--- src/rtl/sync_ser_tx_pkg.sv ---
// sync_ser_tx_pkg: shared state encoding, start marker and counter sizing for the link transmitter
package sync_ser_tx_pkg;
  typedef enum logic [2:0] {IDLE, LOADED, START, DATA, STOP} state_t;
  localparam logic START_MARK = 1'b1;
  function automatic int cnt_w(input int w);
    return $clog2(w + 1);
  endfunction
endpackage

--- src/rtl/sync_ser_shift.sv ---
// sync_ser_shift: parallel-load shift register presenting the next serial bit on so
module sync_ser_shift #(
  parameter int WIDTH = 8,
  parameter bit LSB_FIRST = 1
) (
  input  logic             clk,
  input  logic             rst,
  input  logic             load,
  input  logic             shift,
  input  logic [WIDTH-1:0] d,
  output logic             so
);
  logic [WIDTH-1:0] sr;
  always_ff @(posedge clk)
    if (rst) sr <= '0;
    else if (load) sr <= d;
    else if (shift) sr <= LSB_FIRST ? sr >> 1 : sr << 1;
  assign so = LSB_FIRST ? sr[0] : sr[WIDTH-1];
endmodule

--- src/rtl/sync_ser_tx.sv ---
// sync_ser_tx: serialises a host word onto the sd/sld load link, one step per tick
module sync_ser_tx
  import sync_ser_tx_pkg::*;
#(
  parameter int WIDTH = 8,
  parameter bit LSB_FIRST = 1,
  parameter int GAP = 1
) (
  input  logic             sys_clk,
  input  logic             reset,
  input  logic             tick,
  input  logic [WIDTH-1:0] din,
  input  logic             din_vld,
  output logic             din_rdy,
  output logic             sd,
  output logic             sld,
  output logic             busy
);
  localparam int CW = cnt_w(WIDTH);
  localparam logic [CW-1:0] W_LAST = CW'(WIDTH);
  state_t state;
  logic [CW-1:0] bitcnt;
  logic [3:0] gapcnt;
  logic so, accept, more, shift;
  assign accept = din_vld & din_rdy;
  assign more = bitcnt < W_LAST;
  // the shifter advances on every tick that emits a data bit, so so always holds the next one
  assign shift = tick & (state == START | (state == DATA & more));
  sync_ser_shift #(.WIDTH(WIDTH), .LSB_FIRST(LSB_FIRST)) u_shift (
    .clk(sys_clk),
    .rst(reset),
    .load(accept),
    .shift(shift),
    .d(din),
    .so(so)
  );
  always_ff @(posedge sys_clk) begin
    if (reset) begin
      state <= IDLE;
      sd <= 1'b0;
      sld <= 1'b0;
      busy <= 1'b0;
      din_rdy <= 1'b1;
      bitcnt <= '0;
      gapcnt <= '0;
    end else begin
      case (state)
        IDLE: if (accept) begin
          state <= LOADED;
          din_rdy <= 1'b0;
          busy <= 1'b1;
        end
        LOADED: if (tick) begin
          sd <= START_MARK;
          sld <= 1'b1;
          state <= START;
        end
        START: if (tick) begin
          sd <= so;
          bitcnt <= CW'(1);
          state <= DATA;
        end
        DATA: if (tick) begin
          if (more) begin
            sd <= so;
            bitcnt <= bitcnt + 1'b1;
          end else begin
            sd <= 1'b0;
            sld <= 1'b0;
            gapcnt <= 4'(GAP - 1);
            state <= STOP;
          end
        end
        STOP: if (tick) begin
          if (gapcnt != '0) gapcnt <= gapcnt - 4'd1;
          else begin
            state <= IDLE;
            din_rdy <= 1'b1;
            busy <= 1'b0;
            bitcnt <= '0;
          end
        end
        default: state <= IDLE;
      endcase
    end
  end
  assert property (@(posedge sys_clk) GAP inside {[1:15]} && WIDTH inside {[1:32]});
endmodule
--- config.mk ---
export PLATFORM = sky130hd
export DESIGN_NAME = sync_ser_tx
export DESIGN_NICKNAME = d
export VERILOG_FILES = /design/src/rtl/sync_ser_tx_pkg.sv /design/src/rtl/sync_ser_shift.sv /design/src/rtl/sync_ser_tx.sv
export SDC_FILE = /design/constraint.sdc
export NUM_CORES = 1
export LEC_CHECK = 0
export CAP_MARGIN = 20
export CORE_MARGIN = 2
export CORE_UTILIZATION = 53
export DETAILED_ROUTE_END_ITERATION = 12
export PLACE_DENSITY = 0.86
export SLEW_MARGIN = 0
export SYNTH_ARGS = -nofsm -noshare
export SYNTH_HDL_FRONTEND = slang
export SYNTH_SLANG_ARGS = --single-unit
export TNS_END_PERCENT = 10
--- constraint.sdc ---
create_clock -name sys_clk -period 1.74 [get_ports sys_clk]
set_input_delay 0.348 -clock sys_clk [delete_from_list [all_inputs] [get_ports sys_clk]]
set_output_delay 0.348 -clock sys_clk [all_outputs]
set_load 0.005 [all_outputs]
# [After elaboration in Yosys (flattened, before gate mapping)]
# Index checks and enable logic that the tools add are counted.
[totals] reg_bits=23 input_bits=12 elab_cells=79
[op_classes] n_addsub=2 n_lt_le_gt_ge=1 eq_ne=13 muxes=37 bitwise=4 reduce_logical=14
[ops] operator="$mux 4" count=9
[ops] operator="$mux 3" count=7
[ops] operator="$ne 2x2->1 const B" count=9
[ops] operator="$mux 8" count=2
[ops] operator="$pmux 3 s5" count=1
[ops] operator="$mux 1" count=12
[ops] operator="$pmux 4 s3" count=1
[ops] operator="$reduce_and 4->1" count=3
[ops] operator="$pmux 4 s2" count=1
[ops] operator="$reduce_bool 2->1" count=4
[ops] operator="$reduce_and 7->1" count=1
[ops] operator="$eq 3x2->1 const B" count=2
[ops] operator="$pmux 1 s2" count=3
[ops] operator="$reduce_and 6->1" count=1
[ops] operator="$reduce_bool 3->1" count=2
[ops] operator="$reduce_and 5->1" count=1
[ops] operator="$add 4x1->4 const B" count=1
[ops] operator="$lt 4x4->1 const B" count=1
[ops] operator="$reduce_bool 4->1" count=1
[ops] operator="$sub 4x1->4 const B" count=1
[ops] operator="$and 1x1->1" count=3
[ops] operator="$eq 3x1->1 const B" count=1
[ops] operator="$eq 3x3->1 const B" count=1
[ops] operator="$logic_not 3->1" count=1
[ops] operator="other kinds (2)" count=2

# [Depth between registers and ports, before layout]
[logic_depth] ltp_word=6 ltp_mapped=6 mapped_depth_nobuf=6

# [Cells and area by module]
# From an unflattened synthesis, not the netlist that was laid out.
[unflattened] cells_unflattened=136 hier_area_um2=1241.2
[by_module_without_submodules] module="sync_ser_tx" instances=1 cells_each=101 area_per_inst_um2=872.1 seq_area_each_um2=300.3
[by_module_without_submodules] module="sync_ser_shift" instances=1 cells_each=35 area_per_inst_um2=369.1 seq_area_each_um2=160.2

# [Least setup slack after synthesis]
# OpenSTA, ideal clock, no wires.
[synth_path] path_type="flip-flop to flip-flop" from="register gapcnt[1]" to="register bitcnt[1]" setup_time_ns=0.116 t_arrival_ns=1.311 setup_slack_ns=0.314 path_stages_with_launch=7 synth_period_minus_slack_ns=1.426 path_cell_list="dfxtp_1 -> inv_1 -> ha_1 -> nor3b_1 -> a22o_1 -> a21oi_1 -> a31o_1"
[synth_between] elab_chain_len=3
[synth_lines] item="from (decl)" line_no="sync_ser_tx.sv:23" source="logic [3:0] gapcnt;"
[synth_lines] item="from (signal assigned)" line_no="sync_ser_tx.sv:70" source="gapcnt <= 4'(GAP - 1);"
[synth_lines] item="from (signal assigned)" line_no="sync_ser_tx.sv:75" source="if (gapcnt != '0) gapcnt <= gapcnt - 4'd1;"
[synth_lines] item="$reduce_bool 4->1" line_no="sync_ser_tx.sv:75"
[synth_lines] item="$ne 2x2->1 (no source line)"
[synth_lines] item="$reduce_and 6->1 (no source line)"
[synth_lines] item="to (signal assigned)" line_no="sync_ser_tx.sv:66" source="bitcnt <= bitcnt + 1'b1;"
[synth_lines] item="to (decl)" line_no="sync_ser_tx.sv:22" source="logic [CW-1:0] bitcnt;"
# No other way between the ends.
# A chain may end at the register's enable or synchronous reset.

# [Final worst setup path]
[layout_path] from="register din_rdy" to="output port din_rdy"
[layout_lines] item="from (decl)" line_no="sync_ser_tx.sv:14" source="output logic din_rdy,"
[layout_lines] item="from (signal assigned)" line_no="sync_ser_tx.sv:43" source="din_rdy <= 1'b1;"
[layout_lines] item="from (signal assigned)" line_no="sync_ser_tx.sv:50" source="din_rdy <= 1'b0;"
[layout_lines] item="from (signal assigned)" line_no="sync_ser_tx.sv:78" source="din_rdy <= 1'b1;"
# No word-level cell between the ends.

==> metrics.yaml <==
ys_types: 47
irDropWorstVdd_v: 0.000564
totalWireLength_mm: 2.67
core_area_mm2: 0.00219
antenna_found_initial: 0
finalCritPeriodShare: 0.926
max-cap-violations: 0
path_delay_family: "buffers and inverters"
cp_num_buf_inv: 1
final_cell_mix: "dfxtp_1, nor2_1, clkdlybuf4s50_1"
hold_buffers: 0
cts.sinks: 23
ant_nets: 0
seqPwrFrac: 0.571
cp_slowest_cell: "clkdlybuf4s50_1"
num_antenna_cells: 0
slowest_delay_ns: 0.52
netlist_area_mm2: 0.00121
worst_pin_slew_ns: 0.427
grt_pass1_wl_mm: 4.52
viasPerCell: 5.93
ios: 16
internal-power_mw: 0.738
fp.dieW_um: 51.8
clock_path_buffers: 2
relSlewSlack: 0.715
place_ws_ns: 0.0494
tns_ns: 0
synth.avg_cell_area_um2: 8.60
post-route-drc-count: 0
critical_path.cell_chain: "clkdlybuf4s50_1"
grt_usage: 0.223
grt_overflow_total: 0
yosys_warnings: 0
layout-drive-gt1-share: 0.136
crit_type: "flop to output pin"
timing.fmax_mhz: 621
power.leakage_nw: 0.597
status: "finished, final reports clean"
hold_viol: 0
netlist_instances: 141
arrival_ns: 1.26
cts-root-buf: "clkbuf_4"
period_minus_slack_ns: 1.61
power_switching_mw: 0.297
routedWlPerCell_um: 14.1
skew_ns: 0.00394
gp_congestion: 0.810
fin_util: 0.666
final_common_cell: "dfxtp_1"
setup_ws_ns: 0.130
syn_nets: 156
p_comb_frac: 0.170
dpl.hpwl_mm: 1.94
final_max_slew_viol_count: 0
dr_total_vias: 1126
nets: 178
worstPathRequired_ns: 1.39
cellPowerDensity_mw_per_mm2: 709
cts_buffers: 3
clk_latency_ns: 0.32
drt-pass1-iter-count: 4
setup_viol: 0
grt_pass1_vias: 1095
cp-start-kind: "flop"
synth.ff_latch_count: 23
cts_max_level: 1
critPathMaxFanout: 4
pwr-share-clk: 0.260
rsz0062_at_grt: "no"
swShare: 0.287
initial_core_util: 0.553
holdCritPathClass: "flop to flop"
yosysSeqAreaShare: 0.380
die_y_um: 51.8
grt_max_degree: 20
die-area_mm2: 0.00269
io_buffers: 15
area_delta_synth_final_pct: 20.4
cts_tree: "built"
dr.first_iter.drc_count: 19
clk_pin_slew_ns: 0.14
placementRows: 17
end_kind: "output pin"
==> area by class of cell <==
cell class	instances	area, µm²
Fill cell	191	731
Multi-Input combinational cell	104	689
Sequential cell	23	460
Timing Repair Buffer	25	225
Tap cell	28	35.0
Clock buffer	3	22.5
Inverter	6	22.5
Clock inverter	1	5.00
==> sequential cells by signal, indices dropped and copies added (netlist names) <==
name        count
bitcnt          4
busy            1
din_rdy         1
gapcnt          4
sd              1
sld             1
state           3
u_shift.sr      8
==> final timing paths <==
check,from,endpoint,cells after the start,slack (ns)
hold reg to reg,u_shift.sr[7],u_shift.sr[7],2,0.49
hold / removal,u_shift.sr[7],u_shift.sr[7],2,0.49
setup reg to reg,gapcnt[1],gapcnt[1],6,0.14
setup / recovery,din_rdy,din_rdy,1,0.13
==> what timing repair did <==
| action | in CTS | in global routing |
|---|---|---|
| buffers inserted | 0 | 0 |
| gates resized for setup | 0 | 1 |
| setup endpoints to repair | 0 | 2 |
==> power by group through the flow <==
stage          clock (mW)  sequential (mW)  combinational [mW]
6_report            0.269            0.590               0.176
5_1_grt             0.289            0.596               0.191
4_1_cts             0.265            0.590               0.175
3_5_place_dp            0            0.602               0.173
3_3_place_gp            0            0.599               0.168
2_1_floorplan           0            0.591               0.107
==> per-stage QoR <==
| stage | cell area, µm² | hold slack (ns) | total power [mW] | instances |
|---|---|---|---|---|
| after floorplan | 1210 | 0.447 | 0.698 | 141 |
| final | 1460 | 0.486 | 1.03 | 190 |
| after global placement | 1430 | 0.466 | 0.767 | 186 |
| after detailed placement | 1430 | 0.471 | 0.775 | 186 |
| after global routing | 1460 | 0.507 | 1.08 | 190 |
| after CTS | 1460 | 0.489 | 1.03 | 190 |
==> metal layers <==
layer / vias up / GRT usage / share of wire
met2: 33 / 0.407 / 0.50
met1: 529 / 0.257 / 0.44
li1: 558 / - / -
met5: - / 0 / 0
met4: 0 / 0.0789 / 0.015
met3: 6 / 0.0374 / 0.038
==> kinds of logic after synthesis <==
family | share of synthesized area
buffers and inverters | 0.0557
multiplexers | 0.0671
AO/OA/AOI/OAI | 0.199
AND/OR/NAND/NOR | 0.260
XOR/XNOR | 0.00723
flip-flops | 0.380
adder cells (fa/ha/maj) | 0.0310
==> synthesized netlist by cell type, drive strengths merged <==
cell,number,share of area
dfxtp,23,0.38
nor2,15,0.046
a21oi,11,0.049
nand2,10,0.033
nand3,9,0.041
mux2i,7,0.058
o21ai,7,0.029
inv,6,0.019
nor3,6,0.025
buf,5,0.028
a211oi,4,0.025
clkbuf,3,0.0093
ha,3,0.031
nor3b,3,0.023
a31oi,2,0.010
and3,2,0.010
nor2b,2,0.012
nor4,2,0.010
nor4b,2,0.027
o31ai,2,0.017
a211o,1,0.0072
a22o,1,0.0072
a22oi,1,0.0062
a311o,1,0.0083
a31o,1,0.0072
and4b,1,0.0083
mux2,1,0.0093
nand2b,1,0.0052
nand3b,1,0.0062
o2111ai,1,0.0072
o22ai,1,0.0052
o2bb2ai,1,0.0072
o311ai,1,0.0072
o31a,1,0.0072
or3,1,0.0052
or3b,1,0.0072
xnor2,1,0.0072
(Power assumes the default switching activity.)
